===== src/rtl/fetch_decode_if.sv =====
// rtl/fetch_decode_if.sv - instruction-memory, redirect and decode signal bundle for fetch_decode
//
// master: the fetch stage side (drives requests and the decode outputs).
// slave : the environment side (instruction memory, branch unit, decode consumer).
//
//   imem_req_valid/imem_req_ready/imem_addr  fetch request channel
//   imem_resp_valid/imem_resp_data           in-order instruction responses
//   redirect_valid/redirect_pc               flush and restart fetch
//   dec_valid/dec_ready                      decoded-instruction handshake
//   dec_pc/dec_opcode/dec_rd/dec_rs1/dec_rs2/dec_imm  decoded fields of the FIFO head

interface fetch_decode_if;
    logic        imem_req_valid;
    logic        imem_req_ready;
    logic [31:0] imem_addr;
    logic        imem_resp_valid;
    logic [31:0] imem_resp_data;
    logic        redirect_valid;
    logic [31:0] redirect_pc;
    logic        dec_valid;
    logic        dec_ready;
    logic [31:0] dec_pc;
    logic [6:0]  dec_opcode;
    logic [4:0]  dec_rd;
    logic [4:0]  dec_rs1;
    logic [4:0]  dec_rs2;
    logic [14:0] dec_imm;

    modport master (
        output imem_req_valid,
        input  imem_req_ready,
        output imem_addr,
        input  imem_resp_valid,
        input  imem_resp_data,
        input  redirect_valid,
        input  redirect_pc,
        output dec_valid,
        input  dec_ready,
        output dec_pc,
        output dec_opcode,
        output dec_rd,
        output dec_rs1,
        output dec_rs2,
        output dec_imm
    );

    modport slave (
        input  imem_req_valid,
        output imem_req_ready,
        input  imem_addr,
        output imem_resp_valid,
        output imem_resp_data,
        output redirect_valid,
        output redirect_pc,
        input  dec_valid,
        output dec_ready,
        input  dec_pc,
        input  dec_opcode,
        input  dec_rd,
        input  dec_rs1,
        input  dec_rs2,
        input  dec_imm
    );
endinterface


===== src/rtl/fetch_decode.sv =====
// rtl/fetch_decode.sv - instruction fetch with credit-limited requests, FIFO buffering and field split
//
// Ports:
//   clk  - clock, all state updates on the rising edge
//   rst  - synchronous active-high reset
//   bus  - fetch_decode_if.master: imem request/response channel, redirect, decode outputs
//
// Parameters:
//   PC_RESET - fetch address after reset
//   DEPTH    - FIFO entries; also the bound on FIFO occupancy + outstanding requests

module fetch_decode #(
    parameter logic [31:0] PC_RESET = 32'h0000_0000,
    parameter int          DEPTH    = 2
) (
    input  logic           clk,
    input  logic           rst,
    fetch_decode_if.master bus
);
    localparam int PTR_W = (DEPTH > 1) ? $clog2(DEPTH) : 1;
    localparam int CNT_W = $clog2(DEPTH + 1);

    logic [31:0]      pc_q, pc_d;
    logic [31:0]      head_pc_q, head_pc_d;
    logic [31:0]      mem_q [DEPTH];
    logic [PTR_W-1:0] rd_ptr_q, rd_ptr_d;
    logic [PTR_W-1:0] wr_ptr_q, wr_ptr_d;
    logic [CNT_W-1:0] count_q, count_d;
    logic [CNT_W-1:0] outst_q, outst_d;
    logic [CNT_W-1:0] drop_q, drop_d;

    logic [CNT_W:0]   credit_used;
    logic             req_valid;
    logic             req_fire;
    logic             dec_valid;
    logic             fifo_wr;
    logic             fifo_pop;
    logic             resp_drop;
    logic [31:0]      head_w;

    function automatic logic [PTR_W-1:0] next_ptr(input logic [PTR_W-1:0] p);
        if (p == PTR_W'(DEPTH - 1)) begin
            return '0;
        end
        return p + PTR_W'(1);
    endfunction

    // Outstanding requests reserve a FIFO slot, so a response can always be stored.
    assign credit_used = {1'b0, count_q} + {1'b0, outst_q};
    assign req_valid   = !rst && !bus.redirect_valid && (credit_used < (CNT_W + 1)'(DEPTH));
    assign req_fire    = req_valid && bus.imem_req_ready;
    assign dec_valid   = (count_q != '0);

    // Responses for requests issued before a redirect are drained without storing.
    assign resp_drop = bus.imem_resp_valid && (drop_q != '0);
    assign fifo_wr   = bus.imem_resp_valid && (drop_q == '0) && !bus.redirect_valid;
    assign fifo_pop  = dec_valid && bus.dec_ready && !bus.redirect_valid;

    assign head_w = mem_q[rd_ptr_q];

    assign bus.imem_req_valid = req_valid;
    assign bus.imem_addr      = pc_q;
    assign bus.dec_valid      = dec_valid;
    assign bus.dec_pc         = head_pc_q;
    assign bus.dec_opcode     = head_w[31:25];
    assign bus.dec_rd         = head_w[24:20];
    assign bus.dec_rs1        = head_w[19:15];
    assign bus.dec_rs2        = head_w[14:10];
    assign bus.dec_imm        = head_w[14:0];

    always_comb begin
        pc_d      = pc_q;
        head_pc_d = head_pc_q;
        rd_ptr_d  = rd_ptr_q;
        wr_ptr_d  = wr_ptr_q;
        count_d   = count_q;
        outst_d   = outst_q;
        drop_d    = drop_q;

        if (bus.redirect_valid) begin
            pc_d      = bus.redirect_pc;
            head_pc_d = bus.redirect_pc;
            rd_ptr_d  = '0;
            wr_ptr_d  = '0;
            count_d   = '0;
            // No request issues this cycle; every request still in flight
            // after this cycle's response belongs to the old path.
            outst_d   = outst_q - CNT_W'(bus.imem_resp_valid);
            drop_d    = outst_q - CNT_W'(bus.imem_resp_valid);
        end else begin
            if (req_fire) begin
                pc_d = pc_q + 32'd4;
            end
            outst_d = outst_q + CNT_W'(req_fire) - CNT_W'(bus.imem_resp_valid);
            if (resp_drop) begin
                drop_d = drop_q - CNT_W'(1);
            end
            if (fifo_wr) begin
                wr_ptr_d = next_ptr(wr_ptr_q);
            end
            if (fifo_pop) begin
                rd_ptr_d  = next_ptr(rd_ptr_q);
                head_pc_d = head_pc_q + 32'd4;
            end
            count_d = count_q + CNT_W'(fifo_wr) - CNT_W'(fifo_pop);
        end
    end

    always_ff @(posedge clk) begin
        if (rst) begin
            pc_q      <= PC_RESET;
            head_pc_q <= PC_RESET;
            rd_ptr_q  <= '0;
            wr_ptr_q  <= '0;
            count_q   <= '0;
            outst_q   <= '0;
            drop_q    <= '0;
            for (int i = 0; i < DEPTH; i++) begin
                mem_q[i] <= '0;
            end
        end else begin
            pc_q      <= pc_d;
            head_pc_q <= head_pc_d;
            rd_ptr_q  <= rd_ptr_d;
            wr_ptr_q  <= wr_ptr_d;
            count_q   <= count_d;
            outst_q   <= outst_d;
            drop_q    <= drop_d;
            if (fifo_wr) begin
                mem_q[wr_ptr_q] <= bus.imem_resp_data;
            end
            // A stored response into a full FIFO means the credit rule was broken.
            assert (!(bus.imem_resp_valid && (drop_q == '0) && (count_q == CNT_W'(DEPTH))));
        end
    end
endmodule


===== src/flat_wrapper.sv =====
// flat-port wrapper written by rule: the top's interface ports become plain ports
module fetch_decode_flat 
#(
    parameter logic [31:0] PC_RESET = 32'h0000_0000,
    parameter int          DEPTH    = 2
)
  (clk, rst, bus_imem_req_valid, bus_imem_req_ready, bus_imem_addr, bus_imem_resp_valid, bus_imem_resp_data, bus_redirect_valid, bus_redirect_pc, bus_dec_valid, bus_dec_ready, bus_dec_pc, bus_dec_opcode, bus_dec_rd, bus_dec_rs1, bus_dec_rs2, bus_dec_imm);
  fetch_decode_if bus_i ();
  input  logic clk;
  input  logic rst;
  output wire logic [$bits(bus_i.imem_req_valid)-1:0] bus_imem_req_valid;
  input wire logic [$bits(bus_i.imem_req_ready)-1:0] bus_imem_req_ready;
  output wire logic [$bits(bus_i.imem_addr)-1:0] bus_imem_addr;
  input wire logic [$bits(bus_i.imem_resp_valid)-1:0] bus_imem_resp_valid;
  input wire logic [$bits(bus_i.imem_resp_data)-1:0] bus_imem_resp_data;
  input wire logic [$bits(bus_i.redirect_valid)-1:0] bus_redirect_valid;
  input wire logic [$bits(bus_i.redirect_pc)-1:0] bus_redirect_pc;
  output wire logic [$bits(bus_i.dec_valid)-1:0] bus_dec_valid;
  input wire logic [$bits(bus_i.dec_ready)-1:0] bus_dec_ready;
  output wire logic [$bits(bus_i.dec_pc)-1:0] bus_dec_pc;
  output wire logic [$bits(bus_i.dec_opcode)-1:0] bus_dec_opcode;
  output wire logic [$bits(bus_i.dec_rd)-1:0] bus_dec_rd;
  output wire logic [$bits(bus_i.dec_rs1)-1:0] bus_dec_rs1;
  output wire logic [$bits(bus_i.dec_rs2)-1:0] bus_dec_rs2;
  output wire logic [$bits(bus_i.dec_imm)-1:0] bus_dec_imm;
  assign bus_imem_req_valid = bus_i.imem_req_valid;
  assign bus_i.imem_req_ready = bus_imem_req_ready;
  assign bus_imem_addr = bus_i.imem_addr;
  assign bus_i.imem_resp_valid = bus_imem_resp_valid;
  assign bus_i.imem_resp_data = bus_imem_resp_data;
  assign bus_i.redirect_valid = bus_redirect_valid;
  assign bus_i.redirect_pc = bus_redirect_pc;
  assign bus_dec_valid = bus_i.dec_valid;
  assign bus_i.dec_ready = bus_dec_ready;
  assign bus_dec_pc = bus_i.dec_pc;
  assign bus_dec_opcode = bus_i.dec_opcode;
  assign bus_dec_rd = bus_i.dec_rd;
  assign bus_dec_rs1 = bus_i.dec_rs1;
  assign bus_dec_rs2 = bus_i.dec_rs2;
  assign bus_dec_imm = bus_i.dec_imm;
  fetch_decode #(.PC_RESET(PC_RESET), .DEPTH(DEPTH)) u_core (.clk(clk), .rst(rst), .bus(bus_i));
endmodule

===== config.mk =====
export PLATFORM = sky130hd
export DESIGN_NAME = fetch_decode_flat
export DESIGN_NICKNAME = d
export VERILOG_FILES = /design/src/rtl/fetch_decode_if.sv /design/src/rtl/fetch_decode.sv /design/src/flat_wrapper.sv
export SDC_FILE = /design/constraint.sdc
export NUM_CORES = 1
export LEC_CHECK = 0
export ABC_AREA = 1
export ABC_CLOCK_PERIOD_IN_PS = 5750
export BUFFER_PORTS_ARGS = -buffer_cell sky130_fd_sc_hd__buf_4
export CAP_MARGIN = 15
export CORE_MARGIN = 4
export CORE_UTILIZATION = 59
export DETAILED_ROUTE_END_ITERATION = 10
export PLACE_DENSITY = 0.85
export SETUP_SLACK_MARGIN = 0.5
export SYNTH_ARGS = -nofsm -noshare
export SYNTH_HDL_FRONTEND = slang
export SYNTH_SLANG_ARGS = --single-unit

===== constraint.sdc =====
create_clock -name clk -period 5.75 [get_ports clk]
set_clock_uncertainty 0.15 [all_clocks]
set_input_delay 1.4375 -clock clk [delete_from_list [all_inputs] [get_ports clk]]
set_output_delay 1.4375 -clock clk [all_outputs]
set_load 0.005 [all_outputs]

==> impl_metrics.json, run 1 <==
{
  "clk_pin_slew_ns": 0.06,
  "status": "completed",
  "ctsHoldBuffers": 0,
  "cp.required_ns": 4.16,
  "syn_avg_cell_area_um2": 7.44,
  "setup_viol": 0,
  "max_freq_ghz": 0.238,
  "clock_path_buffers": 2,
  "instances_no_fill": 1352,
  "grt_usage_pct": 29.6,
  "rsz0062_at_grt": "false",
  "die_w_um": 121,
  "wl_per_cell_um": 16.0,
  "antennaDiodeCount": 0,
  "ys_async_sr_fraction_pct": 0,
  "timing_worst_slew_pin_value_ns": 0.869,
  "dieArea_mm2": 0.0146,
  "pwr-share-clk_pct": 42.6,
  "vias_per_cell": 5.42,
  "hold_path_end": "u_core.bus.imem_addr[1]",
  "rr_startpoint": "u_core.count_q[1]",
  "synth_area_leader_cell": "edfxtp_1",
  "ff2ff_path_depth": 10,
  "r2r_slack_ns": 3.15,
  "cap_violations": 0,
  "synth-seq-cells": 137,
  "drv_slew": 0,
  "netlist.area_leader.share_pct": 25.6,
  "pwr-share-comb_pct": 12.5,
  "r2r-end": "u_core.count_q[1]",
  "post_cts_resized": 0,
  "p_per_area_mw_per_mm2": 266,
  "gp_congestion": 0.939,
  "cts_sinks": 137,
  "hold_depth": 2,
  "crit_path_end_kind": "output pin",
  "path_class": "in2out",
  "vias": 7330,
  "drive_gt1_share_pct": 23.0,
  "cts_root_buffer": "clkbuf_16",
  "clk_latency_ns": 0.42,
  "grt_pass1_wl_um": 33800,
  "min_from": "u_core.bus.imem_addr[1]",
  "switching_share_pct": 26.9,
  "dieHeight_um": 121,
  "start_util_pct": 61.5,
  "htree_levels": 4,
  "overflow": 0,
  "synth.area.top_cells": "edfxtp_1, dfxtp_1, nand2_1",
  "ant_nets": 0,
  "fin_tns_setup_ns": 0,
  "ir_drop_mv": 0.147,
  "portBuffers": 172,
  "synth.most_common_cell": "nand2_1",
  "core_mm2": 0.0122,
  "cts_setup_buffers": 0,
  "period_share_pct": 73.2,
  "synth_seq_area_share_pct": 45.0,
  "finalHoldViolations": 0,
  "synth.net_count": 1088,
  "drt-initial-drc-count": 873,
  "cts_tree": "built",
  "cts_buffers": 17,
  "fin_crit_ns": 4.21,
  "crit_fanout": 44,
  "ys_top_cells_by_count": "nand2_1, inv_1, nor2_1, dfxtp_1, nand3_1",
  "io_pins": 173,
  "synth_cell_types": 35,
  "route.detailed.drc": 0,
  "p_seq_share_pct": 44.9,
  "synth_ff_type": "dfxtp_1",
  "internal_power_mw": 1.84,
  "hold_path.class": "reg2reg",
  "dpl.hpwl_um": 15300,
  "critPathLaunchType": "primary input",
  "ys_warn_count": 0,
  "switching_power_uw": 676,
  "grt_pass1_vias": 6875,
  "rows": 40,
  "worstPathArrival_ns": 2.62,
  "synthCells": 1010,
  "area_growth_pct": 25.9,
  "place_inst": 1320,
  "grt_max_degree": 45,
  "synth_edf_count": 64,
  "totalWireLength_um": 21600,
  "power.leakage_nw": 4.21,
  "slew_headroom_pct": 42.0,
  "final_nets": 1249,
  "syn_area_mm2": 0.00751,
  "antenna_found_initial": 0,
  "dr.pass1.iters": 5
}
-- per-layer routing --
metal,track usage [%],wire [um]
met5,0,0
met4,12.7,550
met3,6.69,2110
met2,50.5,10600
met1,35.8,8370
-- flip-flops by register name, summed over array words and instances (netlist names), named ones only --
name / flops
u_core.rd_ptr_q: 1
u_core.drop_q: 2
u_core.count_q: 2
u_core.bus.dec_pc: 32
u_core.wr_ptr_q: 1
u_core.mem_q: 64
u_core.outst_q: 2
u_core.bus.imem_addr: 32
-- power groups by stage --
stage / combinational [mW] / clock [mW] / sequential, mW
after floorplan: 0.159 / 0 / 1.14
after global placement: 0.300 / 0 / 1.14
after detailed placement: 0.307 / 0 / 1.15
after CTS: 0.312 / 1.08 / 1.13
after global routing: 0.345 / 1.12 / 1.14
final: 0.313 / 1.07 / 1.13
-- metrics by stage --
stage | setup slack, ns | hold slack (ns) | util, % | power (mW) | cell area (um2)
final | 1.54 | 0.314 | 77.4 | 2.51 | 9450
after global routing | 1.48 | 0.355 | 77.4 | 2.60 | 9450
after CTS | 1.55 | 0.318 | 77.4 | 2.52 | 9450
after detailed placement | 1.55 | 0.302 | 72.6 | 1.45 | 8870
after global placement | 1.60 | 0.294 | 72.6 | 1.44 | 8870
after floorplan | 1.94 | 0.297 | - | 1.29 | 7510
-- area by class of cell --
cell class | count | area, um2
clock buffers | 17 | 425
fillers | 941 | 2760
flip-flops and latches | 137 | 3380
repair buffers | 177 | 1330
clock inverters | 15 | 161
well taps | 168 | 210
inverters | 150 | 563
multi-input cells | 688 | 3380
-- worst max-delay path, cell delays in order --
cell and delay, ns:
buf_4 0.27, nor2_4 0.54, nand3_1 0.16, inv_1 0.09, buf_4 0.10
-- worst max-delay path by stage --
stage,from,endpoint,slack [ns]
floorplan,rst,bus_imem_req_valid,1.94
global placement,rst,bus_imem_req_valid,1.60
detailed placement,rst,bus_imem_req_valid,1.55
CTS,rst,bus_imem_req_valid,1.55
global route,rst,bus_imem_req_valid,1.48
finish,rst,bus_imem_req_valid,1.54
-- logic make-up (layout without fill, tap and decap cells) --
group                    after synthesis  in the layout  synth area share [%]
adder cells (fa/ha/maj)                8              8                  1.43
multiplexers                          32             32                  4.80
flip-flops                           137            137                  45.0
AND/OR/NAND/NOR                      520            520                  29.4
XOR/XNOR                               8              8                 0.933
buffers and inverters                185            359                  9.93
AO/OA/AOI/OAI                        120            120                  8.48
-- layout by cell type, fill, tap and decap left out, types with 2 or more instances in the layout --
cell type   Yosys  layout
or2_2           4       4
inv_2           2       2
inv_6           0       5
clkinvlp_4      0       3
inv_8           0       2
nor2_4          7       7
inv_1         148     148
a31oi_1        13      13
nand2_2         6       6
ha_1            7       7
nor3_1          3       3
buf_4           8     177
clkinv_4        0       3
o21bai_1        2       2
xor2_1          7       7
a21oi_1        48      48
edfxtp_1       64      64
nor2_2         11      11
o211ai_1        3       3
mux2_2         30      30
clkbuf_16       0      17
o21ai_0        50      50
nand2_1       265     265
o22ai_1         2       2
nand2_4         2       2
dfxtp_1        73      73
nand3_1        66      66
and2_1          3       3
nor2_1        143     143
nand4_1         8       8
mux2_1          2       2
(Power assumes the default switching activity.)
==> run 2, diff against run 1 <==
--- a/config.mk
+++ b/config.mk
@@ -5,14 +5,14 @@
 export SDC_FILE = /design/constraint.sdc
 export NUM_CORES = 1
 export LEC_CHECK = 0
-export ABC_AREA = 1
-export ABC_CLOCK_PERIOD_IN_PS = 5750
+export ABC_AREA = 0
+export ABC_CLOCK_PERIOD_IN_PS = 4250
 export BUFFER_PORTS_ARGS = -buffer_cell sky130_fd_sc_hd__buf_4
 export CAP_MARGIN = 15
 export CORE_MARGIN = 4
-export CORE_UTILIZATION = 59
+export CORE_UTILIZATION = 53
 export DETAILED_ROUTE_END_ITERATION = 10
-export PLACE_DENSITY = 0.85
+export PLACE_DENSITY = 0.79
 export SETUP_SLACK_MARGIN = 0.5
 export SYNTH_ARGS = -nofsm -noshare
 export SYNTH_HDL_FRONTEND = slang
==> constraint.sdc (replaced) <==
create_clock -name clk -period 4.25 [get_ports clk]
set_clock_uncertainty 0.15 [all_clocks]
set_input_delay 1.0625 -clock clk [delete_from_list [all_inputs] [get_ports clk]]
set_output_delay 1.0625 -clock clk [all_outputs]
set_load 0.005 [all_outputs]
==> run 2 against run 1 <==
  * Final cell count fell by 26%
  * Worst hold slack improved by 0.0088 ns
  * Total power rose by 37%
  * Sequential share of layout area rose by 3.0 points
  * Via count fell by 20%
  * Critical path depth fell by 1
  * Clock-buffer cell count rose by 2
  * Die area barely moved
  * Clock power rose by 37%
  * Sequential cell count did not move
  * Worst setup slack got worse by 0.65 ns
  * Global-route usage fell by 3.2 points
  * Largest cell class unchanged
==> impl_metrics.json, run 2 <==
{
  "crit_path_end_kind": "output pin",
  "drv_slew": 0,
  "top_register": "u_core.mem_q",
  "synth_seq_area_share_pct": 50.2,
  "clk_latency_ns": 0.42,
  "switching_share_pct": 24.1,
  "synthCells": 658,
  "pwr-share-clk_pct": 42.7,
  "clk_pin_slew_ns": 0.05,
  "fill_cells": 923,
  "route.detailed.drc": 0,
  "largest_reg_flops": 64,
  "antenna_found_initial": 0,
  "io_pins": 173,
  "fin_tns_setup_ns": 0,
  "critPathLaunch": "rst",
  "ctsHoldBuffers": 0,
  "worstPathArrival_ns": 2.15,
  "portBuffers": 172,
  "wl_per_cell_um": 19.2,
  "hold_depth": 2,
  "cts_sinks": 137,
  "p_seq_share_pct": 45.1,
  "power.leakage_nw": 3.51,
  "synth.area.top_cells": "edfxtp_1, dfxtp_1, and2_1",
  "netlist.area_leader.share_pct": 28.5,
  "finalHoldViolations": 0,
  "final_area_mm2": 0.00872,
  "internal_power_mw": 2.60,
  "rows": 40,
  "period_share_pct": 79.1,
  "synth.most_common_cell": "dfxtp_1",
  "synth-seq-cells": 137,
  "min_from": "u_core.bus.imem_addr[0]",
  "synth.net_count": 736,
  "hold_path_end": "u_core.bus.imem_addr[0]",
  "totalWireLength_um": 19100,
  "ir_drop_mv": 0.236,
  "timing_worst_slew_pin_value_ns": 1.18,
  "ys_warn_count": 0,
  "cp.required_ns": 3.04,
  "pre_cts_ws_ns": 0.907,
  "p_per_area_mw_per_mm2": 393,
  "cap_violations": 0,
  "start_util_pct": 55.2,
  "area_growth_pct": 29.3,
  "r2r-end": "u_core.bus.imem_addr[10]",
  "cts_tree": "built",
  "synth_area_leader_cell": "edfxtp_1",
  "dr.pass1.iters": 5,
  "cts_setup_buffers": 0,
  "gp_congestion": 0.910,
  "drive_gt1_share_pct": 30.6,
  "crit_fanout": 45,
  "grt_max_degree": 83,
  "syn_area_mm2": 0.00675,
  "mostFrequentLayoutCells": "buf_4, dfxtp_1, and2_1",
  "grt_pass1_vias": 5808,
  "ys_async_sr_fraction_pct": 0,
  "dpl.hpwl_um": 13800,
  "final_nets": 895,
  "pwr-share-comb_pct": 12.2,
  "placed_area_mm2": 0.00814,
  "switching_power_uw": 828,
  "rr_startpoint": "u_core.count_q[0]",
  "clock_path_buffers": 2,
  "r2r_slack_ns": 1.17,
  "ff2ff_path_depth": 8,
  "dieHeight_um": 121,
  "vias_per_cell": 5.85,
  "synth_cell_types": 54,
  "hold_path.class": "reg2reg",
  "cts_root_buffer": "clkbuf_16",
  "status": "completed",
  "grt_pass1_wl_um": 30100,
  "syn_avg_cell_area_um2": 10.3,
  "antennaDiodeCount": 0,
  "fin_crit_ns": 3.36,
  "grt_usage_pct": 26.4,
  "ys_top_cells_by_count": "dfxtp_1, and2_1, edfxtp_1, nand2_1, mux2_2",
  "rsz0062_at_grt": "false",
  "drt-initial-drc-count": 517,
  "cts_buffers": 17,
  "layout_setup_ws_ns": 0.889,
  "synth_edf_count": 64,
  "vias": 5836,
  "die_w_um": 121,
  "path_class": "in2out",
  "synth_ff_type": "dfxtp_1",
  "post_cts_resized": 0,
  "htree_levels": 4,
  "dieArea_mm2": 0.0146,
  "core_mm2": 0.0122,
  "critPathLaunchType": "primary input",
  "slew_headroom_pct": 20.5,
  "ant_nets": 0,
  "overflow": 0,
  "max_freq_ghz": 0.298,
  "setup_viol": 0,
  "layout_commonest_cell": "buf_4"
}
-- run 2: cell count changes after synthesis, moves of 19 or more --
cell and change:
nand4_1 +21, o21ai_0 -40, xor2_1 +22, and2_1 +66, a21oi_1 -21, xnor2_1 +19
nand3_1 -42, inv_1 -134, nor2_1 -112, nand2_1 -213
-- run 2: layout make-up --
cell class                 instances  area [um2]  area share, %
sequential                       137        3380           38.8
multi-input combinational        467        3150           36.1
timing repair buffer             179        1340           15.4
clock buffer                      19         433           4.96
tap                              168         210           2.41
clock inverter                    12         151           1.74
inverter                          15        56.3          0.645
-- run 2: worst max-delay path: stages --
cell	delay, ns
buf_4	0.41
or2_1	0.41
nor3_1	0.10
buf_4	0.15
-- run 2: cell families after synthesis --
group           synth area share, %
flops                          50.2
buf+inv                        3.32
compound gates                 10.9
fa+ha+maj                      1.60
xor+xnor                       6.36
simple gates                   22.0
mux                            5.68
-- run 2: metal layers --
metal / vias up / track usage [%] / share of wire [%]
li1: 2692 / - / -
met1: 2823 / 34.3 / 42
met2: 268 / 42.2 / 47
met3: 53 / 6.03 / 7.7
met4: 0 / 11.8 / 3.3
met5: - / 0 / 0
-- run 2: power by group through the flow --
stage / Sequential (mW) / Combinational, mW / Clock, mW
finish: 1.55 / 0.420 / 1.47
global route: 1.56 / 0.456 / 1.54
CTS: 1.54 / 0.421 / 1.48
detailed placement: 1.57 / 0.418 / 0
global placement: 1.56 / 0.408 / 0
floorplan: 1.55 / 0.200 / 0
-- run 2: worst max-delay path by stage --
stage / end / slack [ns] / cells past startpoint
3_3_place_gp: bus_imem_req_valid / 0.91 / 4
2_1_floorplan: u_core.mem_q[0][0] / 0.83 / 4
6_report: bus_imem_req_valid / 0.89 / 4
3_5_place_dp: bus_imem_req_valid / 0.91 / 4
4_1_cts: bus_imem_req_valid / 0.90 / 4
5_1_grt: bus_imem_req_valid / 0.83 / 4
-- run 2: stage by stage --
step | utilization, % | cells | power (mW) | hold slack, ns
floorplan | - | 658 | 1.75 | 0.303
global placement | 66.7 | 966 | 1.97 | 0.304
detailed placement | 66.7 | 966 | 1.99 | 0.319
CTS | 71.4 | 997 | 3.45 | 0.329
global route | 71.4 | 997 | 3.55 | 0.338
finish | 71.4 | 997 | 3.43 | 0.323
==> run 3, diff against run 2 <==
--- a/config.mk
+++ b/config.mk
@@ -6,7 +6,7 @@
 export NUM_CORES = 1
 export LEC_CHECK = 0
 export ABC_AREA = 0
-export ABC_CLOCK_PERIOD_IN_PS = 4250
+export ABC_CLOCK_PERIOD_IN_PS = 3100
 export BUFFER_PORTS_ARGS = -buffer_cell sky130_fd_sc_hd__buf_4
 export CAP_MARGIN = 15
 export CORE_MARGIN = 4
==> constraint.sdc (replaced) <==
create_clock -name clk -period 3.1 [get_ports clk]
set_clock_uncertainty 0.15 [all_clocks]
set_input_delay 0.775 -clock clk [delete_from_list [all_inputs] [get_ports clk]]
set_output_delay 0.775 -clock clk [all_outputs]
set_load 0.005 [all_outputs]
==> run 3 against run 2 <==
  * Sequential share of layout area shrank 0.80 points
  * Critical path type is now reg2out
  * Worst hold slack lost 0.00077 ns
  * Utilization rose by 1.6 points
  * Clock power grew 37%
  * Via count rose by 1.0%
  * Combinational power grew 45%
==> impl_metrics.json, run 3 (synthesis results as in run 2) <==
{
  "antennaDiodeCount": 0,
  "htree_levels": 4,
  "gp_congestion": 0.904,
  "cts_root_buffer": "clkbuf_16",
  "min_from": "u_core.bus.dec_pc[1]",
  "clk_latency_ns": 0.42,
  "route.detailed.drc": 0,
  "dieHeight_um": 121,
  "worstPathArrival_ns": 1.78,
  "hold_ws_ns": 0.322,
  "hold_depth": 2,
  "io_pins": 173,
  "crit_path_end_kind": "output pin",
  "dpl.hpwl_um": 14000,
  "ff2ff_path_depth": 8,
  "top_register": "u_core.mem_q",
  "layout_setup_ws_ns": 0.390,
  "cap_violations": 0,
  "power.leakage_nw": 3.64,
  "area_growth_pct": 32.3,
  "core_mm2": 0.0122,
  "antenna_found_initial": 0,
  "drt-initial-drc-count": 588,
  "layout_commonest_cell": "buf_4",
  "ant_nets": 0,
  "overflow": 0,
  "p_per_area_mw_per_mm2": 531,
  "hold_path.class": "reg2reg",
  "portBuffers": 172,
  "fin_util_pct": 73.1,
  "totalWireLength_um": 19600,
  "hold_path_end": "u_core.bus.dec_pc[1]",
  "cts_sinks": 137,
  "fin_tns_setup_ns": 0,
  "critPathLaunchType": "flop",
  "slew_headroom_pct": 47.6,
  "clock_path_buffers": 2,
  "start_util_pct": 55.2,
  "cts_buffers": 17,
  "instances_no_fill": 1014,
  "r2r_slack_ns": 0.47,
  "drive_gt1_share_pct": 33.2,
  "vias": 5895,
  "max_freq_ghz": 0.369,
  "ctsHoldBuffers": 0,
  "period_share_pct": 87.4,
  "drv_slew": 0,
  "mostFrequentLayoutCells": "buf_4, dfxtp_1, and2_1",
  "place_inst": 974,
  "dr.pass1.iters": 5,
  "pre_cts_ws_ns": 0.327,
  "report.power.total_mw": 4.74,
  "fin_crit_ns": 2.71,
  "largest_reg_flops": 64,
  "r2r-end": "u_core.bus.imem_addr[13]",
  "status": "completed",
  "final_nets": 911,
  "grt_usage_pct": 26.8,
  "rsz0062_at_grt": "true",
  "finalHoldViolations": 0,
  "timing_worst_slew_pin_value_ns": 0.786,
  "vias_per_cell": 5.81,
  "path_class": "reg2out",
  "clk_pin_slew_ns": 0.06,
  "setup_viol": 0,
  "placed_area_mm2": 0.00822,
  "rr_startpoint": "u_core.count_q[0]",
  "cp.required_ns": 2.17,
  "final_area_mm2": 0.00893,
  "grt_max_degree": 83,
  "cts_tree": "built",
  "wl_per_cell_um": 19.4,
  "ir_drop_mv": 0.434,
  "grt_pass1_vias": 5756,
  "grt_pass1_wl_um": 30400,
  "crit_fanout": 3,
  "die_w_um": 121,
  "dieArea_mm2": 0.0146,
  "rows": 40
}
run 3: cell types whose count changed in the layout (fill, tap and decap cells not counted), sizes merged:
cell and delta:
clkinvlp -2, clkinv -2, bufinv -2, buf +16
clkbuf +7
run 3: area by class of cell:
type	count	area, um2
tap	168	210
multi-input combinational	467	3200
inverter	15	56.3
clock buffer	26	532
sequential	137	3390
timing repair buffer	195	1480
fill	918	3290
clock inverter	6	58.8
run 3: power breakdown:
part           switching [mW]  internal, mW
registers               0.112          2.01
clock network           0.747          1.26
logic                   0.286         0.322
total                    1.14          3.59
run 3: worst max-delay path by stage:
stage | startpoint | end | slack, ns
global route | u_core.outst_q[0] | bus_imem_req_valid | 0.37
global placement | rst | bus_imem_req_valid | 0.39
CTS | u_core.count_q[0] | bus_imem_req_valid | 0.43
detailed placement | u_core.count_q[0] | u_core.bus.imem_addr[10] | 0.33
floorplan | u_core.count_q[0] | u_core.bus.imem_addr[10] | 0.53
finish | u_core.count_q[0] | bus_imem_req_valid | 0.39
run 3: routing by layer:
metal	global-route usage [%]	routed length, um	share of wire [%]	up-vias
li1	-	-	-	2727
met5	0	0	0	-
met4	10.4	524	2.7	0
met2	44.5	9680	49	277
met3	5.47	1610	8.2	44
met1	34.4	7820	40	2847
run 3: critical path, cell delays in order (launching register included):
cell	delay, ns
dfxtp_2	0.34
inv_2	0.05
nor2_2	0.12
fa_2	0.49
nor3_4	0.23
buf_4	0.14
run 3: what timing repair did:
action | CTS | global route
endpoints found under the setup margin | 36 | 13
gates resized for setup | 7 | 8
setup buffers | 3 | 5
pin swaps | 3 | 4
